===== src/rtl/reg_pipeline_if.sv =====
// Valid/ready/data handshake bundle used on both ends of reg_pipeline.
interface reg_pipeline_if #(
  parameter int WIDTH = 7
) ();
  logic             valid;
  logic             ready;
  logic [WIDTH-1:0] data;

  modport master (output valid, output data, input ready);
  modport slave  (input valid, input data, output ready);
endinterface


===== src/rtl/reg_pipeline.sv =====
// Elastic DEPTH-stage register pipeline with valid/ready on both ends and bubble collapsing.
// Optional synchronous flush port is enabled by defining REG_PIPE_FLUSH_EN.
module reg_pipeline_stage #(
  parameter int WIDTH = 7
) (
  input  logic             clk,
  input  logic             rst_n,
  input  logic             ld_i,
  input  logic             clr_i,
  input  logic             up_valid_i,
  input  logic [WIDTH-1:0] up_data_i,
  output logic             valid_o,
  output logic [WIDTH-1:0] data_o
);
  logic             valid_q, valid_d;
  logic [WIDTH-1:0] data_q, data_d;

  always_comb begin
    valid_d = valid_q;
    data_d  = data_q;
    if (clr_i)     valid_d = 1'b0;
    else if (ld_i) valid_d = up_valid_i;
    // data only moves with a real word; bubbles leave stale data behind
    if (ld_i && up_valid_i && !clr_i) data_d = up_data_i;
  end

  always_ff @(posedge clk or negedge rst_n) begin
    if (!rst_n) begin
      valid_q <= 1'b0;
      data_q  <= '0;
    end else begin
      valid_q <= valid_d;
      data_q  <= data_d;
    end
  end

  assign valid_o = valid_q;
  assign data_o  = data_q;
endmodule

module reg_pipeline #(
  parameter  int WIDTH = 7,
  parameter  int DEPTH = 4,
  localparam int CW    = $clog2(DEPTH+1)
) (
  input  logic          clk,
  input  logic          rst_n,
`ifdef REG_PIPE_FLUSH_EN
  input  logic          flush_i,
`endif
  input  logic          en_i,
  reg_pipeline_if.slave  in_if,
  reg_pipeline_if.master out_if,
  output logic [CW-1:0] occupancy_o
);
  logic                        flush_w;
  logic [DEPTH-1:0]            vld, rdy, up_vld;
  logic [DEPTH-1:0][WIDTH-1:0] dat, up_dat;
  logic                        in_ready, out_valid, in_xfer, out_xfer;
  logic [CW-1:0]               occ_q, occ_d;

`ifdef REG_PIPE_FLUSH_EN
  assign flush_w = flush_i;
`else
  assign flush_w = 1'b0;
`endif

  // readiness ripples from the output back so a stalled tail still lets bubbles fill
  always_comb begin
    rdy            = '0;
    rdy[DEPTH-1]   = !vld[DEPTH-1] || out_if.ready;
    for (int i = DEPTH-2; i >= 0; i--) rdy[i] = !vld[i] || rdy[i+1];
  end

  assign in_ready     = en_i && rdy[0] && !flush_w;
  assign out_valid    = en_i && vld[DEPTH-1] && !flush_w;
  assign in_xfer      = in_if.valid && in_ready;
  assign out_xfer     = out_valid && out_if.ready;
  assign in_if.ready  = in_ready;
  assign out_if.valid = out_valid;
  assign out_if.data  = dat[DEPTH-1];

  for (genvar g = 0; g < DEPTH; g++) begin : g_stage
    if (g == 0) begin : g_head
      assign up_vld[g] = in_xfer;
      assign up_dat[g] = in_if.data;
    end else begin : g_body
      assign up_vld[g] = vld[g-1];
      assign up_dat[g] = dat[g-1];
    end
    reg_pipeline_stage #(.WIDTH(WIDTH)) u_stage (
      .clk        (clk),
      .rst_n      (rst_n),
      .ld_i       (en_i && rdy[g]),
      .clr_i      (flush_w),
      .up_valid_i (up_vld[g]),
      .up_data_i  (up_dat[g]),
      .valid_o    (vld[g]),
      .data_o     (dat[g])
    );
  end

  always_comb begin
    occ_d = occ_q;
    if (flush_w) occ_d = '0;
    else begin
      case ({in_xfer, out_xfer})
        2'b10:   occ_d = occ_q + CW'(1);
        2'b01:   occ_d = occ_q - CW'(1);
        default: occ_d = occ_q;
      endcase
    end
  end

  always_ff @(posedge clk or negedge rst_n) begin
    if (!rst_n) occ_q <= '0;
    else        occ_q <= occ_d;
  end

  assign occupancy_o = occ_q;
endmodule

===== src/flat_wrapper.sv =====
// flat-port wrapper written by rule: the top's interface ports become plain ports
module reg_pipeline_flat 
#(
  parameter  int WIDTH = 7,
  parameter  int DEPTH = 4,
  localparam int CW    = $clog2(DEPTH+1)
)
  (clk, rst_n, en_i, occupancy_o, in_if_valid, in_if_data, in_if_ready, out_if_valid, out_if_data, out_if_ready);
  reg_pipeline_if #(.WIDTH(WIDTH)) in_if_i ();
  reg_pipeline_if #(.WIDTH(WIDTH)) out_if_i ();
  input  logic clk;
  input  logic rst_n;
  input  logic en_i;
  output logic [CW-1:0] occupancy_o;
  input wire logic [$bits(in_if_i.valid)-1:0] in_if_valid;
  input wire logic [$bits(in_if_i.data)-1:0] in_if_data;
  output wire logic [$bits(in_if_i.ready)-1:0] in_if_ready;
  output wire logic [$bits(out_if_i.valid)-1:0] out_if_valid;
  output wire logic [$bits(out_if_i.data)-1:0] out_if_data;
  input wire logic [$bits(out_if_i.ready)-1:0] out_if_ready;
  assign in_if_i.valid = in_if_valid;
  assign in_if_i.data = in_if_data;
  assign in_if_ready = in_if_i.ready;
  assign out_if_valid = out_if_i.valid;
  assign out_if_data = out_if_i.data;
  assign out_if_i.ready = out_if_ready;
  reg_pipeline #(.WIDTH(WIDTH), .DEPTH(DEPTH)) u_core (.clk(clk), .rst_n(rst_n), .en_i(en_i), .in_if(in_if_i), .out_if(out_if_i), .occupancy_o(occupancy_o));
endmodule

===== config.mk =====
export PLATFORM = sky130hd
export DESIGN_NAME = reg_pipeline_flat
export DESIGN_NICKNAME = d
export VERILOG_FILES = /design/src/rtl/reg_pipeline_if.sv /design/src/rtl/reg_pipeline.sv /design/src/flat_wrapper.sv
export SDC_FILE = /design/constraint.sdc
export NUM_CORES = 1
export LEC_CHECK = 0
export ABC_AREA = 1
export BUFFER_PORTS_ARGS = -buffer_cell sky130_fd_sc_hd__buf_4
export CELL_PAD_IN_SITES_DETAIL_PLACEMENT = 2
export CELL_PAD_IN_SITES_GLOBAL_PLACEMENT = 2
export CORE_ASPECT_RATIO = 0.6
export CORE_MARGIN = 5
export CORE_UTILIZATION = 37
export DETAILED_ROUTE_END_ITERATION = 10
export HOLD_SLACK_MARGIN = 0.15
export PLACE_DENSITY_LB_ADDON = 0.1
export SLEW_MARGIN = 10
export SYNTH_ARGS = -nofsm -noshare
export SYNTH_HDL_FRONTEND = slang
export SYNTH_HIERARCHICAL = 1
export SYNTH_SLANG_ARGS = --single-unit

===== constraint.sdc =====
create_clock -name clk -period 4.1 [get_ports clk]
set_clock_uncertainty 0.1 [all_clocks]
set_input_delay 0.205 -clock clk [delete_from_list [all_inputs] [get_ports clk]]
set_output_delay 0.205 -clock clk [all_outputs]
set_load 0.005 [all_outputs]

**After elaboration in Yosys (flattened, before gate mapping)**

Index checks and enable logic that the tools add are counted.

- $add $sub $neg: 2
- Eq/ne operators: 2
- Mux-type cells: 1
- Reductions and logical operators: 20

Operator list:

| kind | number |
|---|---|
| $logic_and A1 B1 Y1 | 11 |
| $pmux W3 S2 | 1 |
| $logic_not A1 Y1 | 4 |
| $logic_or A1 B1 Y1 | 4 |
| $add A3 B1 Y3 const B | 1 |
| $sub A3 B1 Y3 const B | 1 |
| $eq A2 B1 Y1 const B | 1 |
| $eq A2 B2 Y1 const B | 1 |
| $reduce_bool A2 Y1 | 1 |

- Register bits: 35
- Bits of input ports: 12
- Output and inout port bits: 12
- Logic and storage cells: 34

**Logic depth before layout (Yosys ltp)**

Gate-level depths: netlist (run 1).

- Depth in word-level cells: 9
- Mapped depth: 12
- Gate-level depth less buffers: 12

**Hierarchy**

The synthesis (run 1) kept the hierarchy.

Modules (own cells, without submodules):

| module | times used | cells each | area an instance (um^2) | sequential area each (um^2) |
|---|---|---|---|---|
| reg_pipeline_stage | 4 | 36 | 347.8 | 200.2 |
| reg_pipeline | 1 | 35 | 251.5 | 75.1 |

**Least setup slack after synthesis (run 1)**

Ideal clock, no wire load.

- Path type: flip-flop to flip-flop
- Start point: reg u_core.g_stage[3].u_stage.valid_q
- End point: reg u_core.occ_q[2], in the netlist u_core/occupancy_o[2]
- Setup time: 0.117 ns
- Data arrival time: 1.625 ns
- Data required time: 3.883 ns
- Path slack: 2.258 ns
- Cell stages (with the launch flop): 11
- Path buffers: 0
- Period minus slack after synthesis: 1.842 ns
- Cell sequence: dfrtp_1 -> nand4_1 -> nand2_1 -> nand2_2 -> nand2_1 -> ha_1 -> inv_1 -> fa_1 -> or2_1 -> nand4_1 -> nand2_1

- Longest elaborated chain between the ends: 9
- Elaborated cells between the ends (all ways): 13
- Those cells by class: eq/ne: 2; mux: 1; reduce/logical: 10

Ends and longest elaborated chain:

| what | line | source |
|---|---|---|
| start, declared | reg_pipeline.sv:15 | `logic valid_q, valid_d;` |
| start signal, assigned | reg_pipeline.sv:32 | `valid_q <= valid_d;` |
| $logic_not A1 Y1 (*) | reg_pipeline.sv:71 | `rdy[DEPTH-1] = !vld[DEPTH-1] \|\| out_if.ready;` |
| $logic_or A1 B1 Y1 (*) | reg_pipeline.sv:71 |  |
| $logic_or A1 B1 Y1 (*) (3 in a row) | reg_pipeline.sv:72 | `for (int i = DEPTH-2; i >= 0; i--) rdy[i] = !vld[i] \|\| rdy[i+1];` |
| $logic_and A1 B1 Y1 (*) | reg_pipeline.sv:75 | `assign in_ready = en_i && rdy[0] && !flush_w;` |
| named net in_if_ready | flat_wrapper.sv:17 | `output wire logic [$bits(in_if_i.ready)-1:0] in_if_ready;` |
| $logic_and A1 B1 Y1 (*) | reg_pipeline.sv:77 | `assign in_xfer = in_if.valid && in_ready;` |
| $eq A2 B1 Y1 / $eq A2 B2 Y1 (equally long branches) | reg_pipeline.sv:107 | `case ({in_xfer, out_xfer})` |
| $pmux W3 S2 / $reduce_bool A2 Y1 (equally long branches) | - |  |
| end signal, assigned | reg_pipeline.sv:116 | `if (!rst_n) occ_q <= '0;` |
| end signal, assigned | reg_pipeline.sv:117 | `else occ_q <= occ_d;` |
| end, declared | reg_pipeline.sv:60 | `logic [CW-1:0] occ_q, occ_d;` |

The timed path passes the listed nets; every way through them passes the cells marked *.
A chain may end at the register's enable or synchronous reset.

**Final worst setup path (run 1)**

- Start point: reg u_core.g_stage[2].u_stage.valid_q
- End point: reg u_core.occ_q[2], in the netlist u_core/occupancy_o[2]

- Longest elaborated chain between the ends: 8
- Elaborated cells between the ends (all ways): 10
- Those cells by class: eq/ne: 2; mux: 1; reduce/logical: 7

Ends and longest elaborated chain:

| what | line |
|---|---|
| start, declared | reg_pipeline.sv:15 |
| start signal, assigned | reg_pipeline.sv:32 |
| $logic_not A1 Y1 (*) | reg_pipeline.sv:72 |
| $logic_or A1 B1 Y1 (*) (3 in a row) | reg_pipeline.sv:72 |
| $logic_and A1 B1 Y1 (*) | reg_pipeline.sv:75 |
| $logic_and A1 B1 Y1 (*) | reg_pipeline.sv:77 |
| $eq A2 B1 Y1 / $eq A2 B2 Y1 (equally long branches) | reg_pipeline.sv:107 |
| $pmux W3 S2 / $reduce_bool A2 Y1 (equally long branches) | - |

Every way passes the cells marked *; elsewhere a longest branch is shown, timed or not.

==> results of run 1 <==
## stage by stage
step	instance area (um^2)	hold WS (ns)	util	instances	setup WS [ns]
5_1_grt	2020	0.329	0.483	277	1.49
2_1_floorplan	1670	-0.191	-	186	2.26
3_3_place_gp	1840	0.0806	0.440	261	1.84
4_1_cts	2020	0.272	0.483	277	1.68
6_report	2020	0.286	0.483	277	1.67
3_5_place_dp	1840	0.0859	0.440	261	1.70
## power by group
part / total [mW] / switching, mW / internal, mW
Clock: 0.277 / 0.124 / 0.153
Combinational: 0.161 / 0.0913 / 0.0697
Sequential: 0.450 / 0.0443 / 0.406
## layout make-up
cell class | count | area, um^2
fillers | 484 | 2170
flip-flops and latches | 35 | 876
multi-input cells | 129 | 666
repair buffers | 31 | 253
clock buffers | 8 | 100
well taps | 60 | 75.1
inverters | 14 | 52.6
## worst paths after layout
check                                                      endpoint  slack, ns                                start  depth (start not counted)
worst max-delay path                          u_core/occupancy_o[2]       1.67    u_core/g_stage[2].u_stage/valid_o                         11
worst min-delay path            u_core/g_stage[0].u_stage/data_o[2]       0.29                          in_if_valid                          5
worst max register to register                u_core/occupancy_o[2]       1.67    u_core/g_stage[2].u_stage/valid_o                         11
worst min register to register  u_core/g_stage[3].u_stage/data_o[2]       0.38  u_core/g_stage[3].u_stage/data_o[2]                          2
max in group asynchronous       u_core/g_stage[2].u_stage/data_o[5]       3.28                                rst_n                          2
min in group asynchronous       u_core/g_stage[1].u_stage/data_o[6]       0.30                                rst_n                          2
## worst max-delay path, delay by kind of cell, from the launching register on
| family | cells | cell delay [ns] |
|---|---|---|
| adder cells (fa/ha/maj) | 2 | 0.53 |
| buffers and inverters | 1 | 0.07 |
| AND/OR/NAND/NOR | 8 | 1.08 |
| flip-flops | 1 | 0.59 |
## what timing repair did
item                      in CTS  in global routing
hold buffers                   8                  0
hold endpoints to repair      42                  0
setup buffers                  0                  0
## flip-flops by register name (all words and copies together), names as in the netlist
signal	cells
u_core/g_stage.u_stage/data_o	28
u_core/g_stage.u_stage/valid_o	4
u_core/occupancy_o	3
## metal layers
metal	global-route usage	share of wire	wire length, um	vias up
li1	-	-	-	658
met4	0.0850	0.017	78	0
met3	0.0440	0.039	183	6
met1	0.235	0.47	2180	701
met2	0.307	0.48	2240	17
met5	0	0	0	-
## cell families after synthesis
logic type | share of synthesized area
buf+inv | 0.0777
simple gates | 0.347
xor+xnor | 0.00533
compound gates | 0.0152
other cells | 0.00228
fa+ha+maj | 0.0198
flops | 0.533
## placed cells by master (no fill, tap or decap)
cell type and instances:
nand3_4 4, nand3_1 1, a31oi_1 1, dlygate4sd3_1 8, nand4_1 30, inv_1 9, nand2_2 1, clkbuf_1 1
o21ai_0 1, or2_1 1, nor2_1 5, or2_4 1, xnor2_1 1, a21oi_2 1, a21oi_1 1, buf_4 23
inv_2 5, nand2_1 71, ha_1 1, clkbuf_8 7, fa_1 1, dfrtp_1 35, conb_1 8
==> impl_summary.log, run 1 <==
[metrics] status: completed
[metrics] Reg clk slew, reported paths: 0.07 ns
[metrics] Final Setup Violations: 0
[metrics] total clock sinks: 35
[metrics] leakage component of the power: roughly 1.1 nW
[metrics] most common cell type on the critical path: nand2_1
[metrics] drt wl/cell: 16.9 um
[metrics] number of enable-type register cells in the synthesized netlist: 0
[metrics] final layout net count: 230
[metrics] Final Hold Violating Endpoints: 0
[metrics] crit path cell chain: nand4_1, nand2_1, nand2_2, nand2_1, ha_1, inv_1, fa_1, or2_1, nand3_1, nand2_1, nand2_1
[metrics] fmax: 412 MHz
[metrics] initial antenna violation count: 0
[metrics] Worst Setup Start Kind: flip-flop
[metrics] top-count cell post-synth: nand2_1
[metrics] number of synthesis warnings: 6
[metrics] Ant. Diodes: 0
[metrics] height of the die: roughly 62 um
[metrics] number of buffers between clock root and the deepest sink: 2
[metrics] area of the die: 5920 um^2
[metrics] first-pass GRT wire length: 7880 um
[metrics] # DRC: 0
[metrics] number of routed nets with antenna violations: 0
[metrics] Post-Synthesis Cells: 179
[metrics] Detail Placement HPWL: 3310 um
[metrics] Critical Path Fanout Max: 11
[metrics] first-iteration detailed-routing DRC count: 24
[metrics] CP peak stage delay: between 0.5 and 0.6 ns
[metrics] Detailed Routing Iterations Pass 1: 4
[metrics] grt total ovfl: 0
[metrics] final period demand of the worst path: 2.43 ns
[metrics] commonest cells in the synthesized netlist: nand2_1, dfrtp_1, nand4_1, inv_1
[metrics] root buffer selected by CTS: clkbuf_8
[metrics] Ports: 24
[metrics] post-synth cell types: 21
[metrics] VDD IR max: 241 uV
[metrics] endpoint kind of the worst setup timing path: flip-flop
[metrics] clock buffer count from CTS: 5
[metrics] fraction of layout cells with a size suffix above 1: 0.194
[metrics] dominant cells by area after synthesis: dfrtp_1, nand2_1, nand4_1, nand3_4, buf_6
[metrics] Avg Vias per Cell: around 5.0
[metrics] leading area contributor after synthesis: dfrtp_1
[metrics] Sum Neg Setup Slack: 0 ns
[metrics] worst setup path category: flip-flop to flip-flop
[metrics] number of register bits inferred by synthesis: 35
[metrics] power density of the placed cells: 439 nW/um^2
[metrics] gp weighted congestion: approximately 0.7
[metrics] area inside the core boundary: 4190 um^2
[metrics] starting density of the core: 0.392
[metrics] detailed-route wire length: 4680 um
[metrics] clock tree from TritonCTS: built
[metrics] count of pins over their slew limit: 0
[metrics] Period Utilization, post-route: 0.592
[metrics] total number of vias: 1382
[metrics] WP data required: 4.23 ns
[metrics] GRT Util Overall: 0.186
[metrics] share of synthesized area occupied by flip-flops and latches: 0.533
[metrics] cell with the largest stage delay on the worst path: dfrtp_1
[metrics] path type of the worst min-delay path: input pin to flip-flop
[metrics] standard-cell row count: 18
[metrics] synthesized area: 1640 um^2
[metrics] Relative slew margins: 0.347
[metrics] maxcap violations: 0
[metrics] count of cells resized by post-cts repair: 0
[metrics] share of synthesized flip-flops with an asynchronous set or reset: 1.00
[metrics] total power after layout: 0.888 mW
[metrics] unrepaired setup endpoints after global routing: no
[metrics] largest net degree at the start of global routing: 36
[metrics] CP Data Arrival Time: 2.56 ns
[metrics] via count of the first global-routing pass: 1533
[metrics] horizontal die dimension: 96.0 um
[metrics] Clk Latency, worst-skew pair: 0.29 ns
[metrics] actual slew at the worst max-slew pin: 0.975 ns
[metrics] fraction of synthesized cell area taken by the top area cell type: 0.533
[metrics] number of levels the H-tree was split into: 2
[metrics] most instantiated flip-flop cell in the synthesis netlist: dfrtp_1
[metrics] Port Buf Inserts: 23
[metrics] mean instance size in the synthesized netlist: 9.18 um^2
[metrics] Layout Area Growth over Synthesis: 23.1%
No activity file was read; power rests on OpenSTA's default activity.
==> run 2, diff against run 1 <==
--- a/config.mk
+++ b/config.mk
@@ -11,7 +11,7 @@
 export CELL_PAD_IN_SITES_GLOBAL_PLACEMENT = 2
 export CORE_ASPECT_RATIO = 0.6
 export CORE_MARGIN = 5
-export CORE_UTILIZATION = 37
+export CORE_UTILIZATION = 34
 export DETAILED_ROUTE_END_ITERATION = 10
 export HOLD_SLACK_MARGIN = 0.15
 export PLACE_DENSITY_LB_ADDON = 0.1
==> constraint.sdc (replaced) <==
create_clock -name clk -period 2.5 [get_ports clk]
set_clock_uncertainty 0.1 [all_clocks]
set_input_delay 0.125 -clock clk [delete_from_list [all_inputs] [get_ports clk]]
set_output_delay 0.125 -clock clk [all_outputs]
set_load 0.005 [all_outputs]
==> run 2 against run 1 <==
Against the previous run:
- flip-flop and latch count stayed put
- total power is 59% higher
- via count is 0.14% lower
- clock-buffer cell count is 1 lower
- core utilization is 4.3 points lower
- worst setup slack worse by 1.4 ns
- sequential power is 64% higher
- register-to-register slack worse by 1.4 ns
- highest routed layer unchanged
==> impl_summary.log, run 2 (same netlist as run 1, synthesis figures left out) <==
[metrics] placed insts: 267
[metrics] post-place setup slack: around 0.30 ns
[metrics] worst setup path category: flip-flop to flip-flop
[metrics] final layout net count: 233
[metrics] standard-cell row count: 19
[metrics] Port Buf Inserts: 23
[metrics] CP Data Arrival Time: 2.30 ns
[metrics] total number of vias: ~1400
[metrics] drt wl/cell: approximately 16 um
[metrics] root buffer selected by CTS: clkbuf_8
[metrics] via count of the first global-routing pass: 1590
[metrics] Avg Vias per Cell: 4.88
[metrics] Critical Path Fanout Max: 11
[metrics] first-pass GRT wire length: 7720 um
[metrics] Layout Area Growth over Synthesis: 23.5%
[metrics] detailed-route wire length: 4560 um
[metrics] starting density of the core: 0.356
[metrics] largest net degree at the start of global routing: 36
[metrics] count of pins over their slew limit: 0
[metrics] height of the die: 63.8 um
[metrics] DP Area: approximately 1900 um^2
[metrics] worst hold slack across all endpoints: approximately 0.20 ns
[metrics] VDD IR max: 294 uV
[metrics] horizontal die dimension: 99.7 um
[metrics] first-iteration detailed-routing DRC count: 29
[metrics] clock tree from TritonCTS: built
[metrics] power density of the placed cells: 694 nW/um^2
[metrics] Final Setup Violations: 0
[metrics] number of levels the H-tree was split into: 2
[metrics] area inside the core boundary: 4610 um^2
[metrics] number of routed nets with antenna violations: 0
[metrics] clock buffer count from CTS: 5
[metrics] initial antenna violation count: 0
[metrics] max reg flops: 28
[metrics] area of the die: 6370 um^2
[metrics] post-CTS setup-driven buffer insertion count: 0
[metrics] maxcap violations: 0
[metrics] total clock sinks: 35
[metrics] leakage component of the power: 1.08 nW
[metrics] Sequential Area: 876 um^2
[metrics] Post-Layout Inst Area: 2030 um^2
[metrics] Clk Latency, worst-skew pair: 0.29 ns
[metrics] unrepaired setup endpoints after global routing: no
[metrics] Ant. Diodes: 0
[metrics] Ports: 24
[metrics] Sum Neg Setup Slack: 0 ns
[metrics] final period demand of the worst path: roughly 2.2 ns
[metrics] fmax: 452 MHz
[metrics] GRT Util Overall: 0.160
[metrics] path type of the worst min-delay path: input pin to flip-flop
[metrics] non-filler instance count after layout: 283
[metrics] gp weighted congestion: 0.726
[metrics] smallest setup slack after layout: 0.290 ns
[metrics] Detail Placement HPWL: 3350 um
[metrics] # DRC: 0
[metrics] grt total ovfl: 0
[metrics] most frequent standard cell in the layout excluding fill and tap cells: nand2_1
[metrics] number of buffers between clock root and the deepest sink: 2
[metrics] endpoint kind of the worst setup timing path: flip-flop
[metrics] fraction of layout cells with a size suffix above 1: 0.200
[metrics] Relative slew margins: 0.434
[metrics] Reg clk slew, reported paths: 0.07 ns
[metrics] Final Hold Violating Endpoints: 0
[metrics] area of combinational cells with multiple inputs: 666 um^2
[metrics] Detailed Routing Iterations Pass 1: 4
[metrics] Worst Setup Start Kind: flip-flop
[metrics] commonest cells after routing, fill and taps aside: nand2_1, dfrtp_1, nand4_1, buf_4, inv_1
[metrics] Filler cells: about 530
[metrics] Period Utilization, post-route: 0.884
[metrics] status: completed
[metrics] actual slew at the worst max-slew pin: 0.850 ns
[metrics] WP data required: 2.59 ns
==> run 2: timing repair <==
action / CTS / global route
hold buffers: 8 / 0
gates resized for setup: 0 / 0
endpoints found under the hold margin: 42 / 0
==> run 2: through the flow <==
| stage | power (mW) | utilization |
|---|---|---|
| 5_1_grt | 1.52 | 0.440 |
| 2_1_floorplan | 0.881 | - |
| 3_3_place_gp | 0.977 | 0.405 |
| 4_1_cts | 1.43 | 0.440 |
| 6_report | 1.41 | 0.440 |
| 3_5_place_dp | 1.01 | 0.405 |
==> run 2: final timing paths <==
path | start | end | slack (ns) | cells after the start
max | u_core/g_stage[2].u_stage/valid_o | u_core/occupancy_o[2] | 0.29 | 10
min | in_if_valid | u_core/g_stage[0].u_stage/data_o[3] | 0.20 | 5
max reg2reg | u_core/g_stage[2].u_stage/valid_o | u_core/occupancy_o[2] | 0.29 | 10
min reg2reg | u_core/g_stage[3].u_stage/data_o[1] | u_core/g_stage[3].u_stage/data_o[1] | 0.38 | 2
max in group asynchronous | rst_n | u_core/g_stage[3].u_stage/data_o[6] | 1.74 | 2
min in group asynchronous | rst_n | u_core/g_stage[0].u_stage/data_o[0] | 0.24 | 2
==> run 2: worst max-delay path, cell delays in order, from the launching register on <==
cell	delay (ns)
dfrtp_1	0.58
nand4_1	0.14
nand2_1	0.16
nand2_2	0.07
nand2_1	0.06
ha_1	0.14
inv_1	0.07
fa_1	0.39
or2_1	0.25
nand4_1	0.08
nand2_1	0.06
==> run 2: metal layers <==
metal	wire length (um)	global-route usage	vias up
met5	0	0	-
met4	61	0.0511	0
met3	162	0.0609	5
met2	2110	0.251	18
met1	2230	0.204	694
li1	-	-	663
==> run 2: area by class of cell <==
class,instances,share of cell area
Sequential cell,35,0.432
Multi-Input combinational cell,129,0.328
Timing Repair Buffer,34,0.136
Tap cell,63,0.0388
Clock buffer,7,0.0376
Inverter,14,0.0259
Clock inverter,1,0.00247
==> run 2: power by group <==
part           internal (mW)  switching [mW]  total (mW)
logic                  0.118           0.148       0.266
registers              0.665          0.0744       0.740
clock network          0.196           0.208       0.404
==> run 3, diff against run 2 <==
--- a/config.mk
+++ b/config.mk
@@ -11,7 +11,7 @@
 export CELL_PAD_IN_SITES_GLOBAL_PLACEMENT = 2
 export CORE_ASPECT_RATIO = 0.6
 export CORE_MARGIN = 5
-export CORE_UTILIZATION = 34
+export CORE_UTILIZATION = 25
 export DETAILED_ROUTE_END_ITERATION = 10
 export HOLD_SLACK_MARGIN = 0.15
 export PLACE_DENSITY_LB_ADDON = 0.1
==> run 3 against run 2 <==
Against the previous run:
- final cell count increased by 8.1%
- clock power increased by 13%
- combinational power about the same
- non-clock buffer count increased by 2
- sequential power decreased by 0.9%
==> impl_summary.log, run 3 (same netlist as run 1, synthesis figures left out) <==
[metrics] Final Hold Violating Endpoints: 0
[metrics] height of the die: 72.8 um
[metrics] reg-to-reg setup timing slack: approximately 0.39 ns
[metrics] first-iteration detailed-routing DRC count: 48
[metrics] root buffer selected by CTS: clkbuf_8
[metrics] fraction of layout cells with a size suffix above 1: 0.212
[metrics] Ant. Diodes: 0
[metrics] actual slew at the worst max-slew pin: 0.529 ns
[metrics] most frequent standard cell in the layout excluding fill and tap cells: nand2_1
[metrics] path type of the worst min-delay path: input pin to flip-flop
[metrics] endpoint of the most critical register-to-register path: u_core/occupancy_o[2]
[metrics] first-pass GRT wire length: 7740 um
[metrics] total clock sinks: 35
[metrics] number of buffers between clock root and the deepest sink: 2
[metrics] number of levels the H-tree was split into: 2
[metrics] standard-cell row count: 22
[metrics] max reg flops: 28
[metrics] clock buffer count from CTS: 5
[metrics] area inside the core boundary: 6250 um^2
[metrics] worst hold path startpoint: in_if_valid
[metrics] worst r2r path cells: 9
[metrics] final period demand of the worst path: 2.11 ns
[metrics] maxcap violations: 0
[metrics] Reg clk slew, reported paths: around 0.070 ns
[metrics] horizontal die dimension: ~110 um
[metrics] largest net degree at the start of global routing: 36
[metrics] commonest cells after routing, fill and taps aside: nand2_1, dfrtp_1, nand4_1, buf_4, inv_1
[metrics] gp weighted congestion: approximately 0.7
[metrics] Final Setup Violations: 0
[metrics] VDD IR max: between 200 and 250 uV
[metrics] WP data required: 2.58 ns
[metrics] Avg Vias per Cell: 4.40
[metrics] GRT Util Overall: 0.120
[metrics] Critical Path Fanout Max: 10
[metrics] area of the die: ~8300 um^2
[metrics] number of cells traversed by the worst hold path: 5
[metrics] Port Buf Inserts: 23
[metrics] leakage component of the power: 1.10 nW
[metrics] Relative slew margins: 0.647
[metrics] Period Utilization, post-route: 0.844
[metrics] fmax: approximately 470 MHz
[metrics] Ports: 24
[metrics] worst setup path category: flip-flop to flip-flop
[metrics] # DRC: 0
[metrics] final layout net count: 235
[metrics] total number of vias: 1347
[metrics] number of routed nets with antenna violations: 0
[metrics] starting density of the core: 0.263
[metrics] status: completed
[metrics] clock tree from TritonCTS: built
[metrics] via count of the first global-routing pass: 1551
[metrics] count of cells resized by post-cts repair: 0
[metrics] Sum Neg Setup Slack: 0 ns
[metrics] source of the worst register-to-register timing path: u_core/g_stage[0].u_stage/valid_o
[metrics] detailed-route wire length: 4490 um
[metrics] power density of the placed cells: between 600 and 700 nW/um^2
[metrics] grt total ovfl: 0
[metrics] initial antenna violation count: 0
[metrics] Detailed Routing Iterations Pass 1: 3
[metrics] CP Data Arrival Time: 2.19 ns
[metrics] Clk Latency, worst-skew pair: 0.29 ns
[metrics] count of pins over their slew limit: 0
[metrics] terminating pin of the worst hold path: u_core/g_stage[0].u_stage/data_o[1]
[metrics] unrepaired setup endpoints after global routing: no
[metrics] Worst Setup Start Kind: flip-flop
[metrics] Layout Area Growth over Synthesis: 27.2%
[metrics] endpoint kind of the worst setup timing path: flip-flop
[metrics] drt wl/cell: 14.7 um
[metrics] Detail Placement HPWL: 3370 um
[metrics] Core Util, Final: 0.334
[run 3: how the worst max path moves through the flow]
stage                                      startpoint                     to  cells after the start
floorplan           u_core/g_stage[3].u_stage/valid_o  u_core/occupancy_o[2]                     10
global route        u_core/g_stage[0].u_stage/valid_o  u_core/occupancy_o[2]                     10
global placement    u_core/g_stage[0].u_stage/valid_o  u_core/occupancy_o[2]                      9
finish              u_core/g_stage[0].u_stage/valid_o  u_core/occupancy_o[2]                      9
detailed placement  u_core/g_stage[0].u_stage/valid_o  u_core/occupancy_o[2]                      9
CTS                 u_core/g_stage[0].u_stage/valid_o  u_core/occupancy_o[2]                      9
[run 3: power by group]
part / total (mW) / switching [mW] / internal [mW]
combinational: 0.265 / 0.145 / 0.120
clock: 0.456 / 0.204 / 0.252
sequential: 0.733 / 0.0676 / 0.665
[run 3: repair_timing]
item / in CTS / in global routing
setup buffers: 0 / 0
endpoints found under the hold margin: 42 / 0
hold buffers: 8 / 0
setup endpoints to repair: 0 / 0
[run 3: layout make-up]
type / count / area (um^2)
sequential: 35 / 876
tap: 84 / 105
multi-input combinational: 129 / 666
inverter: 14 / 52.6
clock buffer: 8 / 100
fill: 732 / 4160
timing repair buffer: 36 / 290
[run 3: metrics by stage]
stage | instance area [um^2] | hold slack, ns | setup slack [ns] | cells | power [mW]
floorplan | 1670 | -0.271 | 0.658 | 186 | 0.881
global placement | 1910 | 0.0130 | 0.505 | 290 | 0.983
detailed placement | 1910 | 0.0234 | 0.420 | 290 | 1.01
CTS | 2090 | 0.174 | 0.410 | 306 | 1.50
global route | 2090 | 0.196 | 0.281 | 306 | 1.56
finish | 2090 | 0.194 | 0.390 | 306 | 1.45
[run 3: critical path, stage by stage, from the launching register on]
cell and delay (ns):
dfrtp_1 0.59, or2_4 0.21, nand2_2 0.05, nand2_1 0.07
ha_1 0.13, inv_1 0.07, fa_1 0.39, or2_1 0.26
nand4_1 0.07, nand2_1 0.06
[run 3: per-layer routing]
layer  global-route usage  vias to the layer above  wire length, um
li1                     -                      670                -
met1                0.157                      658             2230
met2                0.188                       14             2040
met3               0.0307                        5              137
met4               0.0553                        0               80
met5                    0                        -                0
